$ cat config.mk
export PLATFORM = sky130hd
export DESIGN_NAME = apb_master
export DESIGN_NICKNAME = d
export VERILOG_FILES = /design/src/rtl/apb_pkg.sv /design/src/rtl/apb_wait_timer.sv /design/src/rtl/apb_master.sv
export SDC_FILE = /design/constraint.sdc
export NUM_CORES = 1
export LEC_CHECK = 0
export CAP_MARGIN = 20
export CORE_UTILIZATION = 39
export CTS_CLUSTER_SIZE = 12
export DETAILED_ROUTE_END_ITERATION = 6
export HOLD_SLACK_MARGIN = 0.1
export PLACE_DENSITY = 0.74
export SLEW_MARGIN = 20
export SYNTH_ARGS = -nofsm -noshare
export SYNTH_HDL_FRONTEND = slang
export SYNTH_SLANG_ARGS = --single-unit
$ cat constraint.sdc
create_clock -name pclk -period 1.43 [get_ports pclk]
set_input_delay 0.143 -clock pclk [delete_from_list [all_inputs] [get_ports pclk]]
set_output_delay 0.143 -clock pclk [all_outputs]
set_load 0.02 [all_outputs]
$ cat src/rtl/apb_pkg.sv
// Shared definitions for the APB initiator: state encoding, default bus
// widths, response codes and the wait-timer width helper.
package apb_pkg;

  // FSM state encoding, kept as plain constants for legacy tool flows
  localparam logic [1:0] IDLE   = 2'b00;
  localparam logic [1:0] SETUP  = 2'b01;
  localparam logic [1:0] ACCESS = 2'b10;

  // Default bus geometry matching the 4-register UART control slave
  localparam int DEF_ADDR_W = 2;
  localparam int DEF_DATA_W = 8;

  // rsp_err values reported alongside rsp_valid
  localparam logic RSP_OK          = 1'b0;
  localparam logic RSP_ERR_TIMEOUT = 1'b1;

  // Width needed to count 0..timeout; never narrower than one bit
  function automatic int timer_width(input int timeout);
    if (timeout <= 0) return 1;
    return $clog2(timeout + 1);
  endfunction

endpackage

$ cat src/rtl/apb_wait_timer.sv
// Wait-state counter for the ACCESS phase. Counts cycles while enabled and
// flags when the count sits on the last permitted wait cycle. A TIMEOUT of
// zero disables the expiry flag entirely.
module apb_wait_timer
  import apb_pkg::*;
#(
  parameter int TIMEOUT = 16
) (
  input  logic clk,
  input  logic rst_n,
  input  logic clr,
  input  logic en,
  output logic expired
);

  localparam int CNT_W  = timer_width(TIMEOUT);
  localparam int LAST_I = (TIMEOUT == 0) ? 0 : TIMEOUT - 1;
  localparam logic [CNT_W-1:0] LAST = LAST_I[CNT_W-1:0];

  logic [CNT_W-1:0] count;

  // Count stalled ACCESS cycles; clear takes priority when a new transfer starts
  always_ff @(posedge clk or negedge rst_n) begin
    if (!rst_n) begin
      count <= '0;
    end else if (clr) begin
      count <= '0;
    end else if (en) begin
      count <= count + CNT_W'(1);
    end
  end

  assign expired = (TIMEOUT != 0) && (count == LAST);

endmodule

$ cat src/rtl/apb_master.sv
// APB initiator for the UART register slave. Accepts single read/write
// commands on a valid/ready interface, runs the SETUP/ACCESS sequence,
// honours pready wait states and aborts with an error response when the
// slave stalls for too long.
module apb_master
  import apb_pkg::*;
#(
  parameter int ADDR_W  = DEF_ADDR_W,
  parameter int DATA_W  = DEF_DATA_W,
  parameter int TIMEOUT = 16
) (
  input  logic              pclk,
  input  logic              presetn,
  input  logic              cmd_valid,
  output logic              cmd_ready,
  input  logic              cmd_write,
  input  logic [ADDR_W-1:0] cmd_addr,
  input  logic [DATA_W-1:0] cmd_wdata,
  output logic              rsp_valid,
  output logic [DATA_W-1:0] rsp_rdata,
  output logic              rsp_err,
  output logic              psel,
  output logic              penable,
  output logic              pwrite,
  output logic [ADDR_W-1:0] paddr,
  output logic [DATA_W-1:0] pwdata,
  input  logic [DATA_W-1:0] prdata,
  input  logic              pready
);

  logic [1:0] state;
  logic       timer_clr;
  logic       timer_en;
  logic       timer_expired;

  // Ready depends on state alone so the command source sees no loop through cmd_valid
  assign cmd_ready = (state == IDLE);

  // Counter restarts on every accepted command and runs only on stalled ACCESS cycles
  assign timer_clr = (state == IDLE) && cmd_valid;
  assign timer_en  = (state == ACCESS) && !pready;

  apb_wait_timer #(
    .TIMEOUT (TIMEOUT)
  ) u_wait_timer (
    .clk     (pclk),
    .rst_n   (presetn),
    .clr     (timer_clr),
    .en      (timer_en),
    .expired (timer_expired)
  );

  // Transfer sequencer: owns the bus drive registers and the response pulse
  always_ff @(posedge pclk or negedge presetn) begin
    if (!presetn) begin
      state     <= IDLE;
      psel      <= 1'b0;
      penable   <= 1'b0;
      pwrite    <= 1'b0;
      paddr     <= '0;
      pwdata    <= '0;
      rsp_valid <= 1'b0;
      rsp_rdata <= '0;
      rsp_err   <= RSP_OK;
    end else begin
      rsp_valid <= 1'b0;
      rsp_err   <= RSP_OK;
      case (state)
        IDLE: begin
          if (cmd_valid) begin
            pwrite  <= cmd_write;
            paddr   <= cmd_addr;
            pwdata  <= cmd_wdata;
            psel    <= 1'b1;
            penable <= 1'b0;
            state   <= SETUP;
          end
        end
        SETUP: begin
          penable <= 1'b1;
          state   <= ACCESS;
        end
        ACCESS: begin
          // A ready slave beats an expiring timer on the same edge
          if (pready) begin
            psel      <= 1'b0;
            penable   <= 1'b0;
            rsp_valid <= 1'b1;
            rsp_err   <= RSP_OK;
            if (!pwrite) rsp_rdata <= prdata;
            state     <= IDLE;
          end else if (timer_expired) begin
            psel      <= 1'b0;
            penable   <= 1'b0;
            rsp_valid <= 1'b1;
            rsp_err   <= RSP_ERR_TIMEOUT;
            rsp_rdata <= '0;
            state     <= IDLE;
          end
        end
        default: begin
          psel    <= 1'b0;
          penable <= 1'b0;
          state   <= IDLE;
        end
      endcase
    end
  end

endmodule
==> impl_results.md, run 1 <==
* Outcome: finished, violations left
* Failing checks: negative setup slack
* RSZ-0062 raised after global routing: true
* Yosys reg bits at 29
* Reg2reg setup slack at -0.18 ns
* CTS buffer count at 5
* Syn Area/Cell at 13.1 µm²
* Initial core utilization at 0.418
* CP endpoint kind: flip-flop
* WL per Instance at roughly 13 µm
* Antenna-violating nets left at 0
* DRC Markers at 0
* Final setup viols at 10
* Period minus WS final at 1.61 ns
* Final setup skew at ~0.010 ns
* Yosys top cell area share at 0.559
* H-tree levels at 2
* Core area at roughly 3100 µm²
* Design Power at around 3600 µW
* Die area at 3560 µm²
* Antenna Cells at 0
* Initial antenna violation count at 0
* # rows at 20
* Routability Congestion at 0.710
* Grt ovf at 0
* Ports at 47
* Synthesis Warnings at 0
* Final period util at 1.13
* DRT iter0 DRCs at 29
* P_leak at 0.00104 µW
* Min-Delay Path Class: in2async
* Ranking of synthesized cells by area: dfrtp_1, mux2i_1, mux2_4
* Hold Violations, Final at 0
* Slack of the critical path at -0.181 ns
* Hold Slack at 0.205 ns
* Sequential share of the synthesized area at 0.559
* Gr usage total at 0.168
* First-pass GRT wire length at 4.28 mm
* # Max-Cap Violations at 0
* Worst endpoint required time at about 1.7 ns
* Pwr dens at 1800 nW/µm²
* Nets at 189
* Clk sinks at 29
* Port bufs at 46
* Cells after Synth at 99
* WS Path Type: reg2reg
* Vias per cell at between 4 and 5
* Die width at 59.7 µm
* Area leader, netlist: dfrtp_1
* Cell area after synthesis at approximately 1300 µm²
* Clock root buffer: clkbuf_4
* Largest net degree at the start of global routing at 30
* Via Count at 954
* Clock Latency Late Sink at 0.31 ns
* Number of distinct library cells after synthesis at 24
* Worst reg2reg path endpoint: rsp_rdata[4]
* VDD IR max at 0.847 mV
* Maximum clock rate at 621 MHz
* Worst Tran Pin Value at roughly 0.36 ns
* CTS tree: yes
* Area growth from synthesis to layout at 52.7%
* CP arrival at 1.85 ns
* Share of layout cells above drive strength 1 at 0.291
* # hold bufs at CTS at 0
* Slew HR at 0.760
* R2r startpoint: u_wait_timer.count[1]
* R2R cell count at 7
* Die Ht at between 50 and 60 µm
* Pre-Repair DR Iteration Count at 2
* Utilization after layout at 0.638
* Final-report max-slew violation count at 0
* Maximum root-to-sink buffer count at 2
* Startpoint Class: flip-flop
* WL final at 2.71 mm
* Net Count, Synth at 124
* DP Wirelength at 1.85 mm
* Number of global-route vias before repair at 1006
* Worst-path clk slew at 0.09 ns
* Critical Path Fanout Max at 8
[placed cells by master (no fill, tap or decap), types with 5 or more instances in the layout]
master	count
clkbuf_4	5
mux2_4	5
nor2_1	6
dlygate4sd2_1	17
dlymetal6s2s_1	6
nand2_1	9
inv_1	10
mux2_2	6
buf_4	15
dfrtp_1	27
mux2i_1	10
clkdlybuf4s50_1	22
[synthesized netlist by cell type (all sizes together)]
master and number:
nor2b 1, ha 2, and4bb 1, and3 1, mux2 11, xnor2 2, and4 1, buf 5
nand2b 2, inv 10, o22ai 1, and2 1, mux2i 11, a211oi 1, dfrtp 29, a21oi 1
nor3b 2, nor2 7, a211o 1, nand2 9
[worst max-delay path, cell delays in order (launching register included)]
cell and delay (ns):
dfrtp_1 0.39, ha_2 0.18, and3_4 0.18, ha_4 0.14, nor2_4 0.03, a211o_1 0.27, buf_12 0.16, mux2i_2 0.18
[registers in the layout, indices dropped and copies added (netlist names)]
register / cells
rsp_valid: 1
pwdata: 8
rsp_err: 1
state: 2
pwrite: 1
u_wait_timer.count: 5
rsp_rdata: 8
psel: 1
paddr: 2
[through the flow]
stage / setup WS (ns) / instance area [µm²] / std cells / setup TNS (ns)
global route: -0.258 / 1980 / 209 / -1.98
finish: -0.181 / 1980 / 209 / -1.18
detailed placement: -0.183 / 1880 / 197 / -1.56
floorplan: -0.112 / 1310 / 99 / -1.26
CTS: -0.157 / 1960 / 207 / -0.912
global placement: -0.102 / 1880 / 197 / -1.28
[worst max-delay path by stage]
stage,cells past startpoint,slack [ns],endpoint,startpoint
2_1_floorplan,4,-0.11,pwdata[0],state[1]
3_3_place_gp,7,-0.10,rsp_rdata[6],u_wait_timer.count[0]
3_5_place_dp,7,-0.18,rsp_rdata[4],u_wait_timer.count[0]
4_1_cts,7,-0.16,rsp_rdata[4],u_wait_timer.count[1]
5_1_grt,7,-0.26,rsp_rdata[4],u_wait_timer.count[1]
6_report,7,-0.18,rsp_rdata[4],u_wait_timer.count[1]
[power breakdown]
group / leakage [µW] / switching (µW) / internal (µW) / total [µW]
sequential: 0.000360 / 232 / 1150 / 1380
clock: 0.0000320 / 270 / 187 / 457
combinational: 0.000644 / 833 / 896 / 1730
total: 0.00104 / 1340 / 2230 / 3570
[what timing repair did]
action                                  4_1_cts  5_1_grt
pin swaps                                     6        0
resized for setup                            26        7
setup buffers                                 2        2
endpoints found under the setup margin       27       17
cloned                                        0        0
[area by class of cell]
| type | instances | area [µm²] |
|---|---|---|
| multi-input combinational | 55 | 515 |
| inverter | 10 | 37.5 |
| sequential | 29 | 728 |
| fill | 269 | 1120 |
| tap | 44 | 55.1 |
| clock inverter | 2 | 10.0 |
| timing repair buffer | 63 | 593 |
| clock buffer | 6 | 41.3 |
[per-layer routing]
| layer | up-vias | GRT usage | part of all wire |
|---|---|---|---|
| li1 | 458 | - | - |
| met5 | - | 0 | 0 |
| met3 | 2 | 0.0563 | 0.058 |
| met2 | 30 | 0.308 | 0.54 |
| met1 | 464 | 0.172 | 0.39 |
| met4 | 0 | 0.0698 | 0.0085 |
[logic make-up (layout without fill, tap and decap cells)]
kind of cell    Yosys count  in the layout  synth area share
buf+inv                  15             81            0.0704
flops                    29             29             0.559
fa+ha+maj                 2              2            0.0193
xor+xnor                  2              2            0.0135
simple gates             25             25             0.122
mux                      22             22             0.195
compound gates            4              4            0.0212
(Power assumes the default switching activity.)
==> run 2, diff against run 1 <==
Settings changed: PLACE_DENSITY 0.74 to default, PLACE_DENSITY_LB_ADDON from default to 0.05.
==> impl_results.md, run 2 (same netlist as run 1, synthesis figures left out) <==
* Outcome: finished, violations left
* Failing checks: negative setup slack
* Grt ovf at 0
* Maximum clock rate at 643 MHz
* P_leak at 0.00108 µW
* R2r startpoint: u_wait_timer.count[1]
* Initial core utilization at 0.418
* Ports at 47
* H-tree levels at 2
* Switching Share at 0.356
* Pint at 2400 µW
* Logic pwr share at 0.497
* Initial antenna violation count at 0
* WL final at 2.53 mm
* Switching power at between 1000 and 1500 µW
* Min-Delay Path Class: in2async
* Die Ht at just under 60 µm
* Sequential share of power at 0.367
* Final setup skew at 0.0121 ns
* Clock root buffer: clkbuf_4
* Share of layout cells above drive strength 1 at 0.279
* Maximum root-to-sink buffer count at 2
* Final setup viols at 9
* CTS tree: yes
* Final period util at 1.09
* Nets at about 190
* Worst reg2reg path endpoint: rsp_rdata[2]
* Largest net degree at the start of global routing at 30
* Antenna Cells at 0
* Die area at 3560 µm²
* Final non-filler cell total at between 200 and 250
* Utilization after layout at 0.654
* Worst-path clk slew at 0.09 ns
* Startpoint Class: flip-flop
* Largest regs: pwdata (8), rsp_rdata (8), u_wait_timer.count (5)
* WL per Instance at 12.1 µm
* Via Count at 946
* Slack of the critical path at -0.126 ns
* Clock Latency Late Sink at 0.32 ns
* Hold Violations, Final at 0
* VDD IR max at 1.01 mV
* Antenna-violating nets left at 0
* Clock power frac at 0.136
* DRT iter0 DRCs at 34
* Routability Congestion at around 0.66
* # Max-Cap Violations at 0
* # hold bufs at CTS at 0
* Port bufs at 46
* Gr usage total at 0.162
* Slew HR at 0.758
* Fillers at 289
* Core area at just over 3000 µm²
* Pwr dens at approximately 1800 nW/µm²
* DRC Markers at 0
* Critical Path Fanout Max at 8
* Final-report max-slew violation count at 0
* R2R cell count at 7
* Clk sinks at 29
* Vias per cell at 4.53
* First-pass GRT wire length at 4.14 mm
* CP arrival at approximately 1.8 ns
* RSZ-0062 raised after global routing: true
* CTS buffer count at 5
* Reg2reg setup slack at -0.13 ns
* Commonest non-fill, non-tap cell in the layout: dfrtp_1
* Number of global-route vias before repair at 911
* Most frequent cells in the layout: dfrtp_1, clkdlybuf4s50_1, dlygate4sd2_1, buf_4, mux2i_1
* WS Path Type: reg2reg
* Pre-Repair DR Iteration Count at 4
* DP Wirelength at 1.79 mm
* # rows at 20
* Worst endpoint required time at between 1.5 and 2 ns
* Area growth from synthesis to layout at 56.4%
* Placed insts at 200
* Die width at roughly 60 µm
* Worst Tran Pin Value at between 0.3 and 0.4 ns
* Period minus WS final at 1.56 ns
* CP endpoint kind: flip-flop
[run 2: layer usage]
metal	wire, µm	share of wire	global-route usage
met2	1210	0.48	0.243
met3	129	0.051	0.0671
met5	0	0	0
met4	45	0.018	0.0598
met1	1140	0.45	0.208
[run 2: critical path, stage by stage, from the launching register on]
cell     delay [ns]
dfrtp_1        0.38
ha_2           0.18
and3_4         0.19
ha_4           0.14
nor2_4         0.03
a211o_1        0.27
buf_12         0.15
mux2i_1        0.11
[run 2: worst max path at each step]
| stage | from | endpoint | depth (start not counted) |
|---|---|---|---|
| after global routing | u_wait_timer.count[1] | rsp_rdata[2] | 7 |
| final | u_wait_timer.count[1] | rsp_rdata[2] | 7 |
| after detailed placement | u_wait_timer.count[1] | rsp_rdata[2] | 7 |
| after CTS | u_wait_timer.count[1] | rsp_rdata[6] | 7 |
| after global placement | u_wait_timer.count[0] | rsp_rdata[3] | 7 |
| after floorplan | state[1] | pwdata[0] | 4 |
[run 2: power groups by stage]
| stage | clock [µW] | sequential (µW) | combinational, µW |
|---|---|---|---|
| after global routing | 575 | 1420 | 1990 |
| after CTS | 531 | 1370 | 1850 |
| final | 509 | 1370 | 1850 |
| after detailed placement | 0 | 1390 | 1970 |
| after global placement | 0 | 1380 | 1940 |
| after floorplan | 0 | 1680 | 733 |
[run 2: cell type report]
class                      count  area [µm²]  area share
clock buffer                   8        58.8      0.0290
inverter                      10        37.5      0.0185
multi-input combinational     55         527       0.260
sequential                    29         728       0.359
tap                           44        55.1      0.0271
timing repair buffer          63         623       0.307
[run 2: repair_timing]
action | CTS | global route
endpoints found under the setup margin | 28 | 25
gates resized for setup | 18 | 16
buffers inserted | 0 | 1
pin swaps | 5 | 1
[run 2: per-stage QoR]
step	setup TNS (ns)	total power, µW	cell area, µm²	hold slack [ns]	worst slack (ns)
5_1_grt	-1.72	3980	2030	0.200	-0.207
6_report	-1.02	3730	2030	0.194	-0.126
4_1_cts	-1.16	3750	1990	0.196	-0.138
3_3_place_gp	-1.55	3320	1930	0.489	-0.114
2_1_floorplan	-1.26	2420	1310	-0.153	-0.112
3_5_place_dp	-2.28	3360	1930	0.495	-0.183
==> run 3, diff against run 2 <==
Settings changed: CORE_MARGIN from default to 5, GPL_ROUTABILITY_DRIVEN from default to 0, SKIP_LAST_GASP from default to 1.
==> impl_results.md, run 3 (same netlist as run 1, synthesis figures left out) <==
* DRC Markers at 0
* Antenna-violating nets left at 0
* Die area at 4580 µm²
* Startpoint Class: flip-flop
* WL final at 2.71 mm
* WS Path Type: reg2reg
* Largest regs: pwdata (8), rsp_rdata (8), u_wait_timer.count (5)
* Initial core utilization at 0.395
* Worst endpoint required time at 1.68 ns
* Final setup viols at 9
* H-tree levels at 2
* Worst path cell trace: ha_2 -> and3_4 -> ha_4 -> nor2_4 -> a211o_1 -> buf_12 -> mux2i_2
* Maximum root-to-sink buffer count at 2
* Final period util at 1.10
* CTS tree: yes
* Grt ovf at 0
* Outcome: finished, violations left
* Ports at 47
* Slew HR at 0.761
* Antenna Cells at 0
* P_leak at 0.00106 µW
* Worst-path clk slew at 0.08 ns
* VDD IR max at 0.934 mV
* Die width at 67.7 µm
* RSZ-0062 raised after global routing: true
* Nets at 193
* Critical Path Max Stage Delay at 0.36 ns
* Clock Latency Late Sink at ~0.33 ns
* Reg2reg setup slack at -0.14 ns
* First-pass GRT wire length at roughly 4.4 mm
* Slack of the critical path at -0.142 ns
* WL per Instance at 12.6 µm
* Final setup skew at 0.00438 ns
* Setup total negative slack at -0.886 ns
* Initial antenna violation count at 0
* # Max-Cap Violations at 0
* Gr usage total at 0.133
* DP Wirelength at 1.89 mm
* Final-report max-slew violation count at 0
* Via Count at around 950
* Commonest non-fill, non-tap cell in the layout: dfrtp_1
* Maximum clock rate at approximately 640 MHz
* Share of layout cells above drive strength 1 at 0.296
* Die Ht at 67.7 µm
* Pwr dens at 1820 nW/µm²
* Slowest-stage cell, CP: dfrtp_1
* # rows at 21
* Min-Delay Path Class: in2async
* DRT iter0 DRCs at 33
* Utilization after layout at 0.616
* Critical Path Fanout Max at 8
* Hold Violations, Final at 0
* CP endpoint kind: flip-flop
* Vias per cell at between 4 and 5
* Most frequent cells in the layout: dfrtp_1, clkdlybuf4s50_1, dlygate4sd2_1, buf_4
* Largest net degree at the start of global routing at 30
* Core area at 3280 µm²
* Port bufs at 46
* CP Buf/Inv Count at 1
* Period minus WS final at 1.57 ns
* Clock root buffer: clkbuf_4
* Worst Tran Pin Value at 0.358 ns
* Area growth from synthesis to layout at 55.9%
* CP arrival at 1.82 ns
* Number of global-route vias before repair at 1007
* Crit-path leading delay family: flip-flops
* Clk sinks at 29
* CTS buffer count at 5
* Failing checks: negative setup slack
* Pre-Repair DR Iteration Count at 2
==> run 3: changes by cell type in the layout (fill, tap and decap cells not counted), sizes merged <==
cell	previous run	this run
dlygate4sd2	14	18
clkdlybuf4s50	23	22
buf	17	21
dlymetal6s2s	8	5
==> run 3: cell type report <==
cell class              instances  area [µm²]
clock buffers                   8        48.8
fillers                       302        1260
inverters                      10        37.5
multi-input cells              55         519
flip-flops and latches         29         728
well taps                      46        57.6
repair buffers                 67         632
==> run 3: per-layer routing <==
metal / track usage / wire length, µm / up-vias
li1: - / - / 460
met1: 0.153 / 1110 / 452
met2: 0.215 / 1350 / 29
met3: 0.0483 / 199 / 8
met4: 0.0684 / 48 / 0
met5: 0 / 0 / -
==> run 3: worst paths after layout <==
kind / from / endpoint / depth (start not counted)
worst max register to register: u_wait_timer.count[1] / rsp_rdata[7] / 7
max in group asynchronous: presetn / state[1] / 2
worst max-delay path: u_wait_timer.count[1] / rsp_rdata[7] / 7
worst min register to register: paddr[1] / paddr[1] / 1
min in group pclk: prdata[1] / rsp_rdata[1] / 3
worst min-delay path: presetn / state[0] / 2
==> run 3: timing repair <==
item | CTS | global route
setup endpoints to repair | 29 | 26
gates resized for setup | 24 | 10
pin swaps | 6 | 1
hold buffers | 0 | 0
setup buffers | 3 | 3
==> run 3: per-stage QoR <==
stage	cell area, µm²	hold WS (ns)	total power, µW	cells	setup WS (ns)
3_5_place_dp	1920	0.495	3330	202	-0.168
2_1_floorplan	1310	-0.153	2420	99	-0.112
3_3_place_gp	1920	0.491	3290	202	-0.111
5_1_grt	2020	0.238	3940	215	-0.194
6_report	2020	0.197	3670	215	-0.142
4_1_cts	1980	0.209	3680	212	-0.135
==> run 3: power breakdown <==
group	total (µW)	switching, µW	internal [µW]
logic	1870	877	991
registers	1350	197	1150
clock network	458	263	195
